**config.mk**
```make
export PLATFORM = sky130hd
export DESIGN_NAME = instr_encoder_flat
export DESIGN_NICKNAME = d
export VERILOG_FILES = /design/src/rtl/instr_encoder_pkg.sv /design/src/rtl/instr_encoder_if.sv /design/src/rtl/instr_encoder_sync_fifo.sv /design/src/rtl/instr_encoder.sv /design/src/flat_wrapper.sv
export SDC_FILE = /design/constraint.sdc
export NUM_CORES = 1
export LEC_CHECK = 0
export BUFFER_PORTS_ARGS = -buffer_cell sky130_fd_sc_hd__buf_2
export CAP_MARGIN = 10
export CORE_MARGIN = 1
export CORE_UTILIZATION = 55
export CTS_CLUSTER_SIZE = 24
export DETAILED_ROUTE_END_ITERATION = 16
export PLACE_DENSITY = 0.77
export SLEW_MARGIN = 40
export SYNTH_ARGS = -nofsm -noshare
export SYNTH_HDL_FRONTEND = slang
export SYNTH_HIERARCHICAL = 1
export SYNTH_SLANG_ARGS = --single-unit
```
**constraint.sdc**
```tcl
create_clock -name clk -period 2.6 [get_ports clk]
set_input_delay 0.26 -clock clk [delete_from_list [all_inputs] [get_ports clk]]
set_output_delay 0.26 -clock clk [all_outputs]
set_load 0.02 [all_outputs]
```
**src/rtl/instr_encoder_pkg.sv**
```systemverilog
// legv8_pkg: LEGv8 instruction kinds, opcodes and field widths shared by encoder and decoder
package legv8_pkg;
  localparam int WORD_W = 32;
  localparam int KIND_W = 3;
  localparam int REG_W = 5;
  localparam int IMM_W = 19;
  localparam int DT_W = 9;
  localparam int OPC_W = 11;
  localparam int CBOPC_W = 8;
  typedef enum logic [KIND_W-1:0] {
    K_ADD, K_SUB, K_AND, K_ORR, K_LDUR, K_STUR, K_CBZ, K_ILL
  } instr_kind_t;
  localparam logic [OPC_W-1:0] OP_ADD = 11'b10001011000;
  localparam logic [OPC_W-1:0] OP_SUB = 11'b11001011000;
  localparam logic [OPC_W-1:0] OP_AND = 11'b10001010000;
  localparam logic [OPC_W-1:0] OP_ORR = 11'b10101010000;
  localparam logic [OPC_W-1:0] OP_LDUR = 11'b11111000010;
  localparam logic [OPC_W-1:0] OP_STUR = 11'b11111000000;
  localparam logic [CBOPC_W-1:0] OP_CBZ = 8'b10110100;
endpackage

```
**src/rtl/instr_encoder_if.sv**
```systemverilog
// instr_encoder_if: symbolic instruction handshake plus instruction-memory write port
interface instr_encoder_if import legv8_pkg::*; #(parameter int ADDR_W = 6);
  logic in_valid;
  logic in_ready;
  logic [KIND_W-1:0] in_kind;
  logic [REG_W-1:0] in_rd;
  logic [REG_W-1:0] in_rn;
  logic [REG_W-1:0] in_rm;
  logic [IMM_W-1:0] in_imm;
  logic imem_hold;
  logic imem_we;
  logic [ADDR_W-1:0] imem_addr;
  logic [WORD_W-1:0] imem_wdata;
  modport master (
    output in_valid, in_kind, in_rd, in_rn, in_rm, in_imm, imem_hold,
    input in_ready, imem_we, imem_addr, imem_wdata
  );
  modport slave (
    input in_valid, in_kind, in_rd, in_rn, in_rm, in_imm, imem_hold,
    output in_ready, imem_we, imem_addr, imem_wdata
  );
endinterface

```
**src/rtl/instr_encoder_sync_fifo.sv**
```systemverilog
// sync_fifo: power-of-two synchronous FIFO with full/empty/count and active-low sync reset
module sync_fifo #(
  parameter int W = 32,
  parameter int DEPTH = 4,
  parameter int PW = $clog2(DEPTH)
) (
  input  logic clk,
  input  logic reset,
  input  logic push,
  input  logic pop,
  input  logic [W-1:0] din,
  output logic [W-1:0] dout,
  output logic full,
  output logic empty,
  output logic [PW:0] count
);
  logic [W-1:0] mem [DEPTH];
  logic [PW-1:0] wp, rp;
  logic wr, rd;
  assign full = count == (PW+1)'(DEPTH);
  assign empty = count == '0;
  assign wr = push && !full;
  assign rd = pop && !empty;
  assign dout = mem[rp];
  // Storage needs no reset: the head is only consumed while count is nonzero
  always_ff @(posedge clk)
    if (wr) mem[wp] <= din;
  // Pointers and occupancy; a simultaneous push and pop leaves count unchanged
  always_ff @(posedge clk)
    if (!reset) begin
      wp <= '0;
      rp <= '0;
      count <= '0;
    end else begin
      if (wr) wp <= wp + PW'(1);
      if (rd) rp <= rp + PW'(1);
      count <= count + (PW+1)'(wr) - (PW+1)'(rd);
    end
endmodule

```
**src/rtl/instr_encoder.sv**
```systemverilog
// instr_encoder: encodes symbolic LEGv8 instructions and streams them into instruction memory
module instr_encoder import legv8_pkg::*; #(
  parameter int IMEM_DEPTH = 64,
  parameter int FIFO_DEPTH = 4,
  parameter int ADDR_W = $clog2(IMEM_DEPTH)
) (
  input  logic clk,
  input  logic reset,
  instr_encoder_if.slave bus,
  output logic [ADDR_W:0] word_count,
  output logic wrapped,
  output logic err_illegal
);
  instr_kind_t kind;
  logic [OPC_W-1:0] r_op;
  logic [WORD_W-1:0] word, head;
  logic [$clog2(FIFO_DEPTH):0] occ;
  logic full, empty, xfer, push, pop;
  logic [ADDR_W-1:0] ptr;
  assign kind = instr_kind_t'(bus.in_kind);
  // Combinational encoder from the presented fields; illegal kinds are never pushed
  always_comb begin
    r_op = kind == K_ADD ? OP_ADD : kind == K_SUB ? OP_SUB : kind == K_AND ? OP_AND : OP_ORR;
    word = kind <= K_ORR ? {r_op, bus.in_rm, 6'b0, bus.in_rn, bus.in_rd}
         : kind == K_CBZ ? {OP_CBZ, bus.in_imm, bus.in_rd}
         : {kind == K_LDUR ? OP_LDUR : OP_STUR, bus.in_imm[DT_W-1:0], 2'b00, bus.in_rn, bus.in_rd};
  end
  assign bus.in_ready = reset && !full;
  assign xfer = bus.in_valid && bus.in_ready;
  assign push = xfer && kind != K_ILL;
  assign pop = reset && occ != '0 && !bus.imem_hold;
  assign bus.imem_we = pop;
  assign bus.imem_wdata = (reset && !empty) ? head : '0;
  assign bus.imem_addr = ptr;
  sync_fifo #(.W(WORD_W), .DEPTH(FIFO_DEPTH)) fifo (
    .clk(clk), .reset(reset), .push(push), .pop(pop), .din(word),
    .dout(head), .full(full), .empty(empty), .count(occ)
  );
  // Write pointer, saturating word counter and sticky status flags
  always_ff @(posedge clk)
    if (!reset) begin
      ptr <= '0;
      word_count <= '0;
      wrapped <= 1'b0;
      err_illegal <= 1'b0;
    end else begin
      if (pop) begin
        ptr <= ptr + ADDR_W'(1);
        if (&ptr) wrapped <= 1'b1;
        if (word_count != (ADDR_W+1)'(IMEM_DEPTH)) word_count <= word_count + (ADDR_W+1)'(1);
      end
      if (xfer && kind == K_ILL) err_illegal <= 1'b1;
    end
endmodule

```
**src/flat_wrapper.sv**
```systemverilog
// flat-port wrapper written by rule: the top's interface ports become plain ports
module instr_encoder_flat import legv8_pkg::*;
#(
  parameter int IMEM_DEPTH = 64,
  parameter int FIFO_DEPTH = 4,
  parameter int ADDR_W = $clog2(IMEM_DEPTH)
)
  (clk, reset, word_count, wrapped, err_illegal, bus_in_valid, bus_in_kind, bus_in_rd, bus_in_rn, bus_in_rm, bus_in_imm, bus_imem_hold, bus_in_ready, bus_imem_we, bus_imem_addr, bus_imem_wdata);
  instr_encoder_if #(.ADDR_W(ADDR_W)) bus_i ();
  input  logic clk;
  input  logic reset;
  output logic [ADDR_W:0] word_count;
  output logic wrapped;
  output logic err_illegal;
  input wire logic [$bits(bus_i.in_valid)-1:0] bus_in_valid;
  input wire logic [$bits(bus_i.in_kind)-1:0] bus_in_kind;
  input wire logic [$bits(bus_i.in_rd)-1:0] bus_in_rd;
  input wire logic [$bits(bus_i.in_rn)-1:0] bus_in_rn;
  input wire logic [$bits(bus_i.in_rm)-1:0] bus_in_rm;
  input wire logic [$bits(bus_i.in_imm)-1:0] bus_in_imm;
  input wire logic [$bits(bus_i.imem_hold)-1:0] bus_imem_hold;
  output wire logic [$bits(bus_i.in_ready)-1:0] bus_in_ready;
  output wire logic [$bits(bus_i.imem_we)-1:0] bus_imem_we;
  output wire logic [$bits(bus_i.imem_addr)-1:0] bus_imem_addr;
  output wire logic [$bits(bus_i.imem_wdata)-1:0] bus_imem_wdata;
  assign bus_i.in_valid = bus_in_valid;
  assign bus_i.in_kind = bus_in_kind;
  assign bus_i.in_rd = bus_in_rd;
  assign bus_i.in_rn = bus_in_rn;
  assign bus_i.in_rm = bus_in_rm;
  assign bus_i.in_imm = bus_in_imm;
  assign bus_i.imem_hold = bus_imem_hold;
  assign bus_in_ready = bus_i.in_ready;
  assign bus_imem_we = bus_i.imem_we;
  assign bus_imem_addr = bus_i.imem_addr;
  assign bus_imem_wdata = bus_i.imem_wdata;
  instr_encoder #(.IMEM_DEPTH(IMEM_DEPTH), .FIFO_DEPTH(FIFO_DEPTH), .ADDR_W(ADDR_W)) u_core (.clk(clk), .reset(reset), .bus(bus_i), .word_count(word_count), .wrapped(wrapped), .err_illegal(err_illegal));
endmodule
```
==> results.md, run 1 <==
* Clock buffer count from CTS at 17
* Worst slew pin tran at 633 ps
* First-pass GRT wire length at 17700 um
* Total Wirelength at 11700 um
* CP peak stage delay at 370 ps
* Post-synthesis average cell area at 15.9 um^2
* Peak Freq at 411 MHz
* 1st-iter DRT viols at 296
* CTS Root Buffer Type: sky130_fd_sc_hd__clkbuf_16
* Cell Chain, Critical Path: nor3b_4, nor2b_2, and3_1, nor2b_2, inv_1, ha_1, inv_1, ha_1, fa_2, xnor2_2, xnor2_1, and2_1
* Antenna violations before repair at 0
* Clock tree buffer depth at 2
* Remaining global-route overflow at 0
* Cell at the slowest stage of the critical path: sky130_fd_sc_hd__fa_2
* Count of placed standard cells in the final layout, fillers left out at 658
* Number of port buffers at 89
* Number of levels in the clock H-tree at 4
* Post-Synthesis Cell Area at 6370 um^2
* Top-area cell type share of the netlist area at 60.3%
* Top area cells in the synthesized netlist: sky130_fd_sc_hd__edfxtp_1, sky130_fd_sc_hd__mux4_2, sky130_fd_sc_hd__dfxtp_1
* Most common flop cell mapped by yosys: sky130_fd_sc_hd__edfxtp_1
* Final setup fails at 0
* DIE AREA at 12000 um^2
* Largest area contributor in the synthesized netlist: sky130_fd_sc_hd__edfxtp_1
* Number of synthesis warnings at 6
* Critical path peak fanout at 4
* Share of cells above drive strength 1 at 35.1%
* Core Region at 11100 um^2
* Worst-case hold slack at 68.3 ps
* Worst slew margin relative to its limit at 57.8%
* Remaining antenna violation count after routing at 0
* Leakage dissipation at 0.00290 uW
* Die height at 110 um
* Setup clock skew after layout at 8.78 ps
* Critical Path AT at 2730 ps
* Pwr/cell area at 826 nW/um^2
* # diodes at 0
* Post-Route Setup TNS at 0 ps
* Number of max-slew violations in the final report at 0
* Largest net degree at the start of global routing at 33
* Launching element type of the critical path: flip-flop
* Routability congestion estimate from global placement at 0.747
* Part of the Yosys area used for sequential elements at 67.9%
* FF+latch count, synth at 152
* P&R area growth vs syn at 19.4%
* Detail-routed net length per standard cell at 17.8 um
* Number of nets in the final layout at 556
* Number of rows created at floorplan at 38
* Number of flops mapped to enable cells by yosys at 128
* Number of cells produced by synthesis at 401
* Final period utilization at 93.6%
* Outcome: complete, no violations
* Number of detailed-routing iterations run before antenna repair at 4
* Max-cap viol count at 0
* Insertion delay of the later-clocked pin in the worst-skew pair at 410 ps
* RSZ-0062 raised after global routing: false
* Number of buffer and inverter instances along the worst setup path at 2
* Post-detailed-route via-to-cell ratio at 5.57
* Kind of path behind the tightest hold check: in -> reg
* Unique cell type count in the Yosys netlist at 44
* Shortest clock period the worst path allows after layout at 2430 ps
* Kind of end point of the critical path: flip-flop
* TritonCTS clock tree: done
* Initial cell density of the core at 57.5%
* Number of global-route vias before repair at 3535
* Delay-heaviest family, CP: adder cells
* Total GRT Usage at 20.9%
* Worst voltage drop across the vdd grid at 0.482 mV
* Detailed placer's ending HPWL at 7260 um
* Post-CTS Hold Buffers at 0
* Count of boundary I/O pins at 90
* FFs w/ async S/R, synth at 0%
* Number of clock sinks at 152
* Leading cell type by number of instances after synthesis: sky130_fd_sc_hd__edfxtp_1
* Clock transition time at the flip-flop clock pins of the worst setup and hold paths at 60 ps
* Post-Place Cells at 625
* Number of remaining DRC errors at 0
* Count of vias placed by the detailed router at 3662
* Required time at the endpoint of the critical path at 2900 ps
* Commonest cells post-synth: sky130_fd_sc_hd__edfxtp_1, sky130_fd_sc_hd__nand2_1, sky130_fd_sc_hd__and2_1
* Chip Width at 110 um
* Number of failing hold endpoints at the final stage at 0
* Crit Path Class: reg -> reg
==> worst paths after layout <==
kind                        startpoint                    end  slack (ps)  depth (start not counted)
setup / recovery  u_core/fifo/count[2]   u_core/fifo/count[2]         170                         12
hold / removal            bus_in_rd[0]  u_core/fifo/mem[0][0]          70                          1
setup reg to reg  u_core/fifo/count[2]   u_core/fifo/count[2]         170                         12
hold reg to reg     u_core/err_illegal     u_core/err_illegal         480                          1
==> power breakdown <==
| group | internal (uW) | switching [uW] | total [uW] |
|---|---|---|---|
| clock network | 1450 | 899 | 2350 |
| logic | 430 | 624 | 1050 |
| registers | 2810 | 77.3 | 2890 |
| total | 4690 | 1600 | 6290 |
==> flip-flops by register name, summed over array words and instances, names as in the netlist, named ones only <==
| name | cells |
|---|---|
| u_core/fifo/count | 3 |
| u_core/bus.imem_addr | 6 |
| u_core/fifo/mem | 128 |
| u_core/fifo/rp | 2 |
| u_core/err_illegal | 1 |
| u_core/fifo/wp | 2 |
| u_core/word_count | 7 |
| u_core/wrapped | 1 |
==> kinds of logic (layout without fill, tap and decap cells) <==
logic type | Yosys count | count (layout) | share of synthesized area (%)
simple gates | 140 | 140 | 11.6
other cells | 1 | 4 | 0.0589
buf+inv | 33 | 147 | 3.10
fa+ha+maj | 10 | 10 | 2.08
xor+xnor | 5 | 5 | 0.687
compound gates | 21 | 21 | 2.02
flops | 152 | 152 | 67.9
mux | 39 | 39 | 12.5
==> per-stage QoR <==
step	utilization (%)	cell area [um^2]	power (uW)	setup slack, ps
3_5_place_dp	63.1	6990	3950	111
2_1_floorplan	-	6380	3620	27.2
6_report	68.7	7610	6290	167
4_1_cts	68.4	7570	6280	91.9
3_3_place_gp	63.1	6990	3910	243
5_1_grt	68.7	7610	6530	52.2
==> area by class of cell <==
class / instances / area [um^2]
Sequential cell: 152 / 4330
Fill cell: 745 / 3470
Multi-Input combinational cell: 219 / 1900
Timing Repair Buffer: 102 / 568
Clock buffer: 24 / 536
Tap cell: 140 / 175
Clock inverter: 8 / 50.0
Inverter: 13 / 48.8
==> per-layer routing <==
metal	global-route usage, %	part of all wire, %
met4	8.57	1.3
met5	0	0
met1	25.8	41
met2	35.4	52
met3	4.92	4.8
==> cells in the final DEF, fill, tap and decap left out, types with 3 or more instances in the layout <==
master and instances:
sky130_fd_sc_hd__nand3_1 9, sky130_fd_sc_hd__nand4_1 3, sky130_fd_sc_hd__nor2_1 6, sky130_fd_sc_hd__inv_1 13, sky130_fd_sc_hd__dfxtp_2 4, sky130_fd_sc_hd__nand2_1 57
sky130_fd_sc_hd__dfxtp_1 20, sky130_fd_sc_hd__mux2i_1 7, sky130_fd_sc_hd__mux4_2 30, sky130_fd_sc_hd__buf_4 11, sky130_fd_sc_hd__clkbuf_16 20, sky130_fd_sc_hd__a31oi_1 5
sky130_fd_sc_hd__edfxtp_1 128, sky130_fd_sc_hd__conb_1 4, sky130_fd_sc_hd__buf_2 89, sky130_fd_sc_hd__and2_1 42, sky130_fd_sc_hd__inv_4 5, sky130_fd_sc_hd__o21ai_0 6
sky130_fd_sc_hd__ha_1 9, sky130_fd_sc_hd__nor2b_2 3
==> what timing repair did <==
action,in CTS,in global routing
gates resized for setup,0,8
setup endpoints to repair,0,1
setup buffers,0,1
Note: power is estimated with default switching activity, not from simulation.
==> run 2: changes to the inputs <==
CORE_ASPECT_RATIO = 1.25   (was unset)
SYNTH_HIERARCHICAL = unset   (was 1)
==> results.md, run 2 <==
* Count of vias placed by the detailed router at 3652
* Top area cells in the synthesized netlist: sky130_fd_sc_hd__edfxtp_1, sky130_fd_sc_hd__mux4_2, sky130_fd_sc_hd__dfxtp_1
* Worst slew pin tran at 595 ps
* Number of cells produced by synthesis at 392
* Max-cap viol count at 0
* Unique cell type count in the Yosys netlist at 44
* Post-synthesis average cell area at 15.8 um^2
* Largest area contributor in the synthesized netlist: sky130_fd_sc_hd__edfxtp_1
* Cell area after placement at 6810 um^2
* Antenna violations before repair at 1
* Core Region at 10800 um^2
* Worst setup margin at 367 ps
* Outcome: complete, no violations
* Cell at the slowest stage of the critical path: sky130_fd_sc_hd__inv_2
* Total Wirelength at 11900 um
* Number of flops mapped to enable cells by yosys at 124
* Worst-case setup slack after placement at 303 ps
* Cell Chain, Critical Path: o31ai_4, buf_4, inv_2, and2_1, buf_2
* Part of the Yosys area used for sequential elements at 68.0%
* Number of buffer and inverter instances along the worst setup path at 3
* FF+latch count, synth at 148
* Die height at 121 um
* Top library cells by usage in the layout, fill and taps aside: sky130_fd_sc_hd__edfxtp_1, sky130_fd_sc_hd__buf_2, sky130_fd_sc_hd__nand2_1, sky130_fd_sc_hd__and2_1, sky130_fd_sc_hd__mux4_2
* Setup clock skew after layout at 11.7 ps
* Clock tree buffer depth at 2
* CP peak stage delay at 430 ps
* Net count after synthesis at 443
* Chip Width at 96.8 um
* Post-CTS resize count at 0
* Post-Place Cells at 606
* Final period utilization at 85.9%
* Number of failing hold endpoints at the final stage at 0
* Top register by number of flip-flops: u_core.fifo.mem
* Detailed placer's ending HPWL at 7510 um
* Count of placed standard cells in the final layout, fillers left out at 638
* Share of the core filled with cells in the final layout at 69.0%
* Number of levels in the clock H-tree at 4
* Commonest cells post-synth: sky130_fd_sc_hd__edfxtp_1, sky130_fd_sc_hd__nand2_1, sky130_fd_sc_hd__and2_1
* Critical path peak fanout at 34
* P&R area growth vs syn at 20.3%
* Pwr/cell area at 866 nW/um^2
* Clock buffer count from CTS at 17
* Number of max-slew violations in the final report at 0
* Final cell area excluding filler cells at 7440 um^2
* Count of boundary I/O pins at 90
* Post-Route Setup TNS at 0 ps
* Largest net degree at the start of global routing at 35
* Worst slew margin relative to its limit at 60.3%
* Remaining antenna violation count after routing at 0
* Shortest clock period the worst path allows after layout at 2230 ps
* CTS Root Buffer Type: sky130_fd_sc_hd__clkbuf_16
* Number of remaining DRC errors at 0
* Commonest non-fill, non-tap cell in the layout: sky130_fd_sc_hd__edfxtp_1
* Total GRT Usage at 22.6%
* DIE AREA at 11700 um^2
* Clock transition time at the flip-flop clock pins of the worst setup and hold paths at 60 ps
* Number of nets in the final layout at 544
* Reg-to-reg setup timing slack at 370 ps
* Hold Startpoint: bus_in_rd[0]
* Kind of end point of the critical path: output pin
* Number of detailed-routing iterations run before antenna repair at 4
* # diodes at 0
* Number of clock sinks at 148
* Crit Path Class: reg -> out
* Detail-routed net length per standard cell at 18.7 um
* Routability congestion estimate from global placement at 0.764
* Number of synthesis warnings at 0
* TritonCTS clock tree: done
* Required time at the endpoint of the critical path at 2340 ps
* Kind of path behind the tightest hold check: in -> reg
* Leakage dissipation at 0.00280 uW
* Number of port buffers at 89
* Top-area cell type share of the netlist area at 60.2%
* Post-CTS Hold Buffers at 0
* Peak Freq at 448 MHz
* Hold endpoint: u_core.fifo.mem[0][0]
* Max reg flops at 124
* RSZ-0062 raised after global routing: false
* First-pass GRT wire length at 19500 um
* Number of global-route vias before repair at 3816
* Delay-heaviest family, CP: buffers and inverters
* Leading cell type by number of instances after synthesis: sky130_fd_sc_hd__edfxtp_1
* Final setup fails at 0
* Launching element type of the critical path: flip-flop
* Post-Synthesis Cell Area at 6180 um^2
* Crit Reg-Reg Endpoint: u_core.fifo.count[2]
* FFs w/ async S/R, synth at 0%
* Number of cells traversed by the worst register-to-register path at 10
* 1st-iter DRT viols at 264
* Instance count along the most critical hold path at 1
* Share of cells above drive strength 1 at 33.8%
* Post-detailed-route via-to-cell ratio at 5.72
* Setup bufs post-CTS at 0
* Critical Path AT at 1970 ps
* Initial cell density of the core at 57.4%
* Number of rows created at floorplan at 42
* Insertion delay of the later-clocked pin in the worst-skew pair at 420 ps
* Remaining global-route overflow at 0
* Reg-to-reg critical path startpoint: u_core.fifo.count[2]
* Worst voltage drop across the vdd grid at 0.606 mV
* Most common flop cell mapped by yosys: sky130_fd_sc_hd__edfxtp_1
-- run 2: cell count changes after synthesis, moves of 4 or more --
cell | before | now
sky130_fd_sc_hd__edfxtp_1 | 128 | 124
sky130_fd_sc_hd__nand2_1 | 57 | 51
sky130_fd_sc_hd__nor2b_1 | 5 | 1
sky130_fd_sc_hd__mux2i_1 | 7 | 11
sky130_fd_sc_hd__buf_2 | 8 | 3
sky130_fd_sc_hd__buf_4 | 0 | 5
sky130_fd_sc_hd__o21ai_0 | 6 | 0
sky130_fd_sc_hd__and2_1 | 46 | 42
-- run 2: kinds of logic (layout without fill, tap and decap cells) --
group | count (synthesis) | in the layout | synth area share, %
simple gates | 130 | 130 | 10.9
mux | 42 | 42 | 13.1
buf+inv | 36 | 150 | 2.55
xor+xnor | 2 | 2 | 0.283
compound gates | 24 | 24 | 3.08
flops | 148 | 148 | 68.0
fa+ha+maj | 10 | 10 | 2.14
-- run 2: final cells by class --
type | instances | area (um^2)
tap | 132 | 165
timing repair buffer | 102 | 556
fill | 712 | 3330
clock buffer | 17 | 425
sequential | 148 | 4210
multi-input combinational | 208 | 1820
inverter | 16 | 60.1
clock inverter | 15 | 204
-- run 2: how the worst max path moves through the flow --
stage | startpoint | cells past startpoint | to | slack, ps
floorplan | u_core.fifo.count[1] | 10 | u_core.fifo.count[2] | 250
global placement | reset | 11 | u_core.fifo.count[2] | 410
detailed placement | reset | 11 | u_core.fifo.count[2] | 300
CTS | u_core.fifo.count[0] | 5 | bus_imem_wdata[24] | 310
global route | u_core.fifo.count[2] | 10 | u_core.fifo.count[2] | 160
finish | u_core.fifo.count[0] | 5 | bus_imem_wdata[24] | 370
-- run 2: routing by layer --
layer  part of all wire [%]  GRT usage, %
met1                     40          27.9
met4                    1.2          8.30
met3                    7.4          7.51
met2                     52          37.2
met5                  0.084             0
-- run 2: power breakdown --
| group | total, uW | internal, uW | switching (uW) |
|---|---|---|---|
| Combinational | 1080 | 449 | 631 |
| Clock | 2560 | 1610 | 949 |
| Sequential | 2800 | 2730 | 74.9 |
| Total | 6450 | 4790 | 1650 |
-- run 2: metrics by stage --
step	power, uW	hold slack (ps)
after floorplan	3600	359
after global placement	3920	444
after detailed placement	3950	458
after CTS	6510	47.4
after global routing	6720	47.2
final	6450	58.0
==> run 3: changes to the inputs <==
GPL_TIMING_DRIVEN = 0   (was unset)
==> results.md, run 3 (synthesized netlist as in run 2, its figures left out) <==
* 1st-iter DRT viols at 242
* CP peak stage delay at 380 ps
* Kind of end point of the critical path: flip-flop
* Launching element type of the critical path: flip-flop
* Number of port buffers at 88
* Cell Chain, Critical Path: o31ai_4, buf_4, nor2_1, ha_1, inv_1, ha_1, fa_1, xnor2_1, xnor2_1, and2_1
* DIE AREA at 11700 um^2
* Chip Width at 96.8 um
* Outcome: complete, no violations
* Largest net degree at the start of global routing at 32
* Crit Path Class: reg -> reg
* # diodes at 0
* Multi-input gate area at 1830 um^2
* Share of cells above drive strength 1 at 32.6%
* Number of levels in the clock H-tree at 4
* Top register by number of flip-flops: u_core.fifo.mem
* Post-detailed-route via-to-cell ratio at 5.71
* Reg-to-reg setup timing slack at 170 ps
* Peak Freq at 412 MHz
* NetSw at 1600 uW
* Crit Reg-Reg Endpoint: u_core.fifo.count[2]
* Die height at 121 um
* Worst-case hold slack at 61.3 ps
* Worst setup margin at 173 ps
* Count of vias placed by the detailed router at 3701
* Met2 Routed Length at 6140 um
* Cell area after placement at 6880 um^2
* Max-cap viol count at 0
* Number of buffer and inverter instances along the worst setup path at 2
* Antenna violations before repair at 1
* P&R area growth vs syn at 21.1%
* Wire length on met1 at 4790 um
* Insertion delay of the later-clocked pin in the worst-skew pair at 410 ps
* Top library cells by usage in the layout, fill and taps aside: sky130_fd_sc_hd__edfxtp_1, sky130_fd_sc_hd__buf_2, sky130_fd_sc_hd__nand2_1, sky130_fd_sc_hd__and2_1, sky130_fd_sc_hd__mux4_2
* Shortest clock period the worst path allows after layout at 2430 ps
* Max reg flops at 124
* Final setup fails at 0
* Worst-case setup slack after placement at -198 ps
* Number of max-slew violations in the final report at 0
* Pwr/cell area at 850 nW/um^2
* Crit path to: u_core.fifo.count[2]
* Number of global-route vias before repair at 3666
* Clock transition time at the flip-flop clock pins of the worst setup and hold paths at 60 ps
* Number of cells traversed by the worst register-to-register path at 10
* Final cell area excluding filler cells at 7490 um^2
* Initial cell density of the core at 57.4%
* Cell at the slowest stage of the critical path: sky130_fd_sc_hd__fa_1
* Number of detailed-routing iterations run before antenna repair at 5
* First element of the critical path: u_core.fifo.count[2]
* Worst voltage drop across the vdd grid at 0.484 mV
* Worst slew margin relative to its limit at 57.3%
* Total GRT Usage at 22.3%
* Remaining antenna violation count after routing at 0
* CTS Root Buffer Type: sky130_fd_sc_hd__clkbuf_16
* Count of boundary I/O pins at 90
* Reg-to-reg critical path startpoint: u_core.fifo.count[2]
* Internal power at 4770 uW
* Leakage dissipation at 0.00282 uW
* Logic gate share of total power at 17.4%
* Detail-routed net length per standard cell at 18.9 um
* Detailed placer's ending HPWL at 8190 um
* Commonest non-fill, non-tap cell in the layout: sky130_fd_sc_hd__edfxtp_1
* Critical path peak fanout at 10
* Sequential share of power at 44.2%
* Required time at the endpoint of the critical path at 2910 ps
* Remaining global-route overflow at 0
* Delay-heaviest family, CP: adder cells
* Post-CTS resize count at 0
* Switching part of the total at 25.1%
* Routability congestion estimate from global placement at 0.831
* Share of the core filled with cells in the final layout at 69.5%
* Highest layer used for signal routing: met5
* Area occupied by registers at 4200 um^2
* Final period utilization at 93.3%
* Worst slew pin tran at 641 ps
* Number of rows created at floorplan at 42
* Wire length on met3 at 1130 um
* Count of placed standard cells in the final layout, fillers left out at 648
* Clock buffer count from CTS at 17
* Setup clock skew after layout at 7.99 ps
* Post-Place Cells at 615
* Core Region at 10800 um^2
* Post-CTS Hold Buffers at 0
* Crit path depth at 10
* TritonCTS clock tree: done
* RSZ-0062 raised after global routing: false
* Number of failing hold endpoints at the final stage at 0
* Kind of path behind the tightest hold check: in -> reg
* Clock share of power at 38.5%
* First-pass GRT wire length at 19200 um
* Number of clock sinks at 148
* Number of nets in the final layout at 555
* Total Wirelength at 12200 um
* Number of remaining DRC errors at 0
* Clock tree buffer depth at 2
* Filler Cells Inserted at 700
* Critical Path AT at 2730 ps
## run 3: cell count changes in the layout (fill, tap and decap cells not counted), sizes merged
cell,before,now
clkbuf,17,27
inv,19,16
buf,102,104
clkinv,5,7
clkinvlp,3,2
## run 3: how the worst min path moves through the flow
| stage | from | end | slack [ps] | cells after the start |
|---|---|---|---|---|
| after floorplan | bus_in_rd[0] | u_core.fifo.mem[0][0] | 360 | 0 |
| after global placement | u_core.fifo.rp[1] | u_core.fifo.rp[1] | 440 | 1 |
| after detailed placement | u_core.fifo.rp[1] | u_core.fifo.rp[1] | 460 | 1 |
| after CTS | bus_in_rd[0] | u_core.fifo.mem[0][0] | 40 | 1 |
| after global routing | bus_in_rd[0] | u_core.fifo.mem[1][0] | 60 | 1 |
| final | bus_in_rd[0] | u_core.fifo.mem[1][0] | 60 | 1 |
## run 3: layer usage
layer | vias to the layer above | global-route usage, %
met3 | 15 | 7.75
met5 | - | 0
li1 | 1705 | -
met1 | 1817 | 26.8
met2 | 162 | 37.2
met4 | 2 | 8.58
## run 3: worst register-to-register path: cells and delay by family, from the launching register on
family          cells  cell delay [ps]
xor+xnor            2              280
buf+inv             2              260
fa+ha+maj           3              870
simple gates        2              250
compound gates      1              310
flops               1              350
## run 3: what timing repair did
item,4_1_cts,5_1_grt
setup buffers,1,1
pin swaps,1,1
setup endpoints to repair,1,1
## run 3: cell type report
type	count	share of cell area (%)
Multi-Input combinational cell	208	24.4
Timing Repair Buffer	93	7.18
Sequential cell	148	56.1
Buffer	20	1.30
Tap cell	132	2.21
Clock inverter	13	2.21
Inverter	16	0.802
Clock buffer	18	5.73
## run 3: power groups by stage
| stage | Combinational, uW | Clock [uW] | Sequential [uW] |
|---|---|---|---|
| floorplan | 739 | 0 | 2860 |
| global placement | 1060 | 0 | 2850 |
| detailed placement | 1110 | 0 | 2860 |
| CTS | 1120 | 2480 | 2810 |
| global route | 1200 | 2580 | 2820 |
| finish | 1110 | 2450 | 2810 |
## run 3: per-stage QoR
step | total power, uW | setup TNS, ps
CTS | 6420 | 0
detailed placement | 3960 | -198
global placement | 3910 | -51940
finish | 6370 | 0
floorplan | 3600 | 0
global route | 6600 | 0
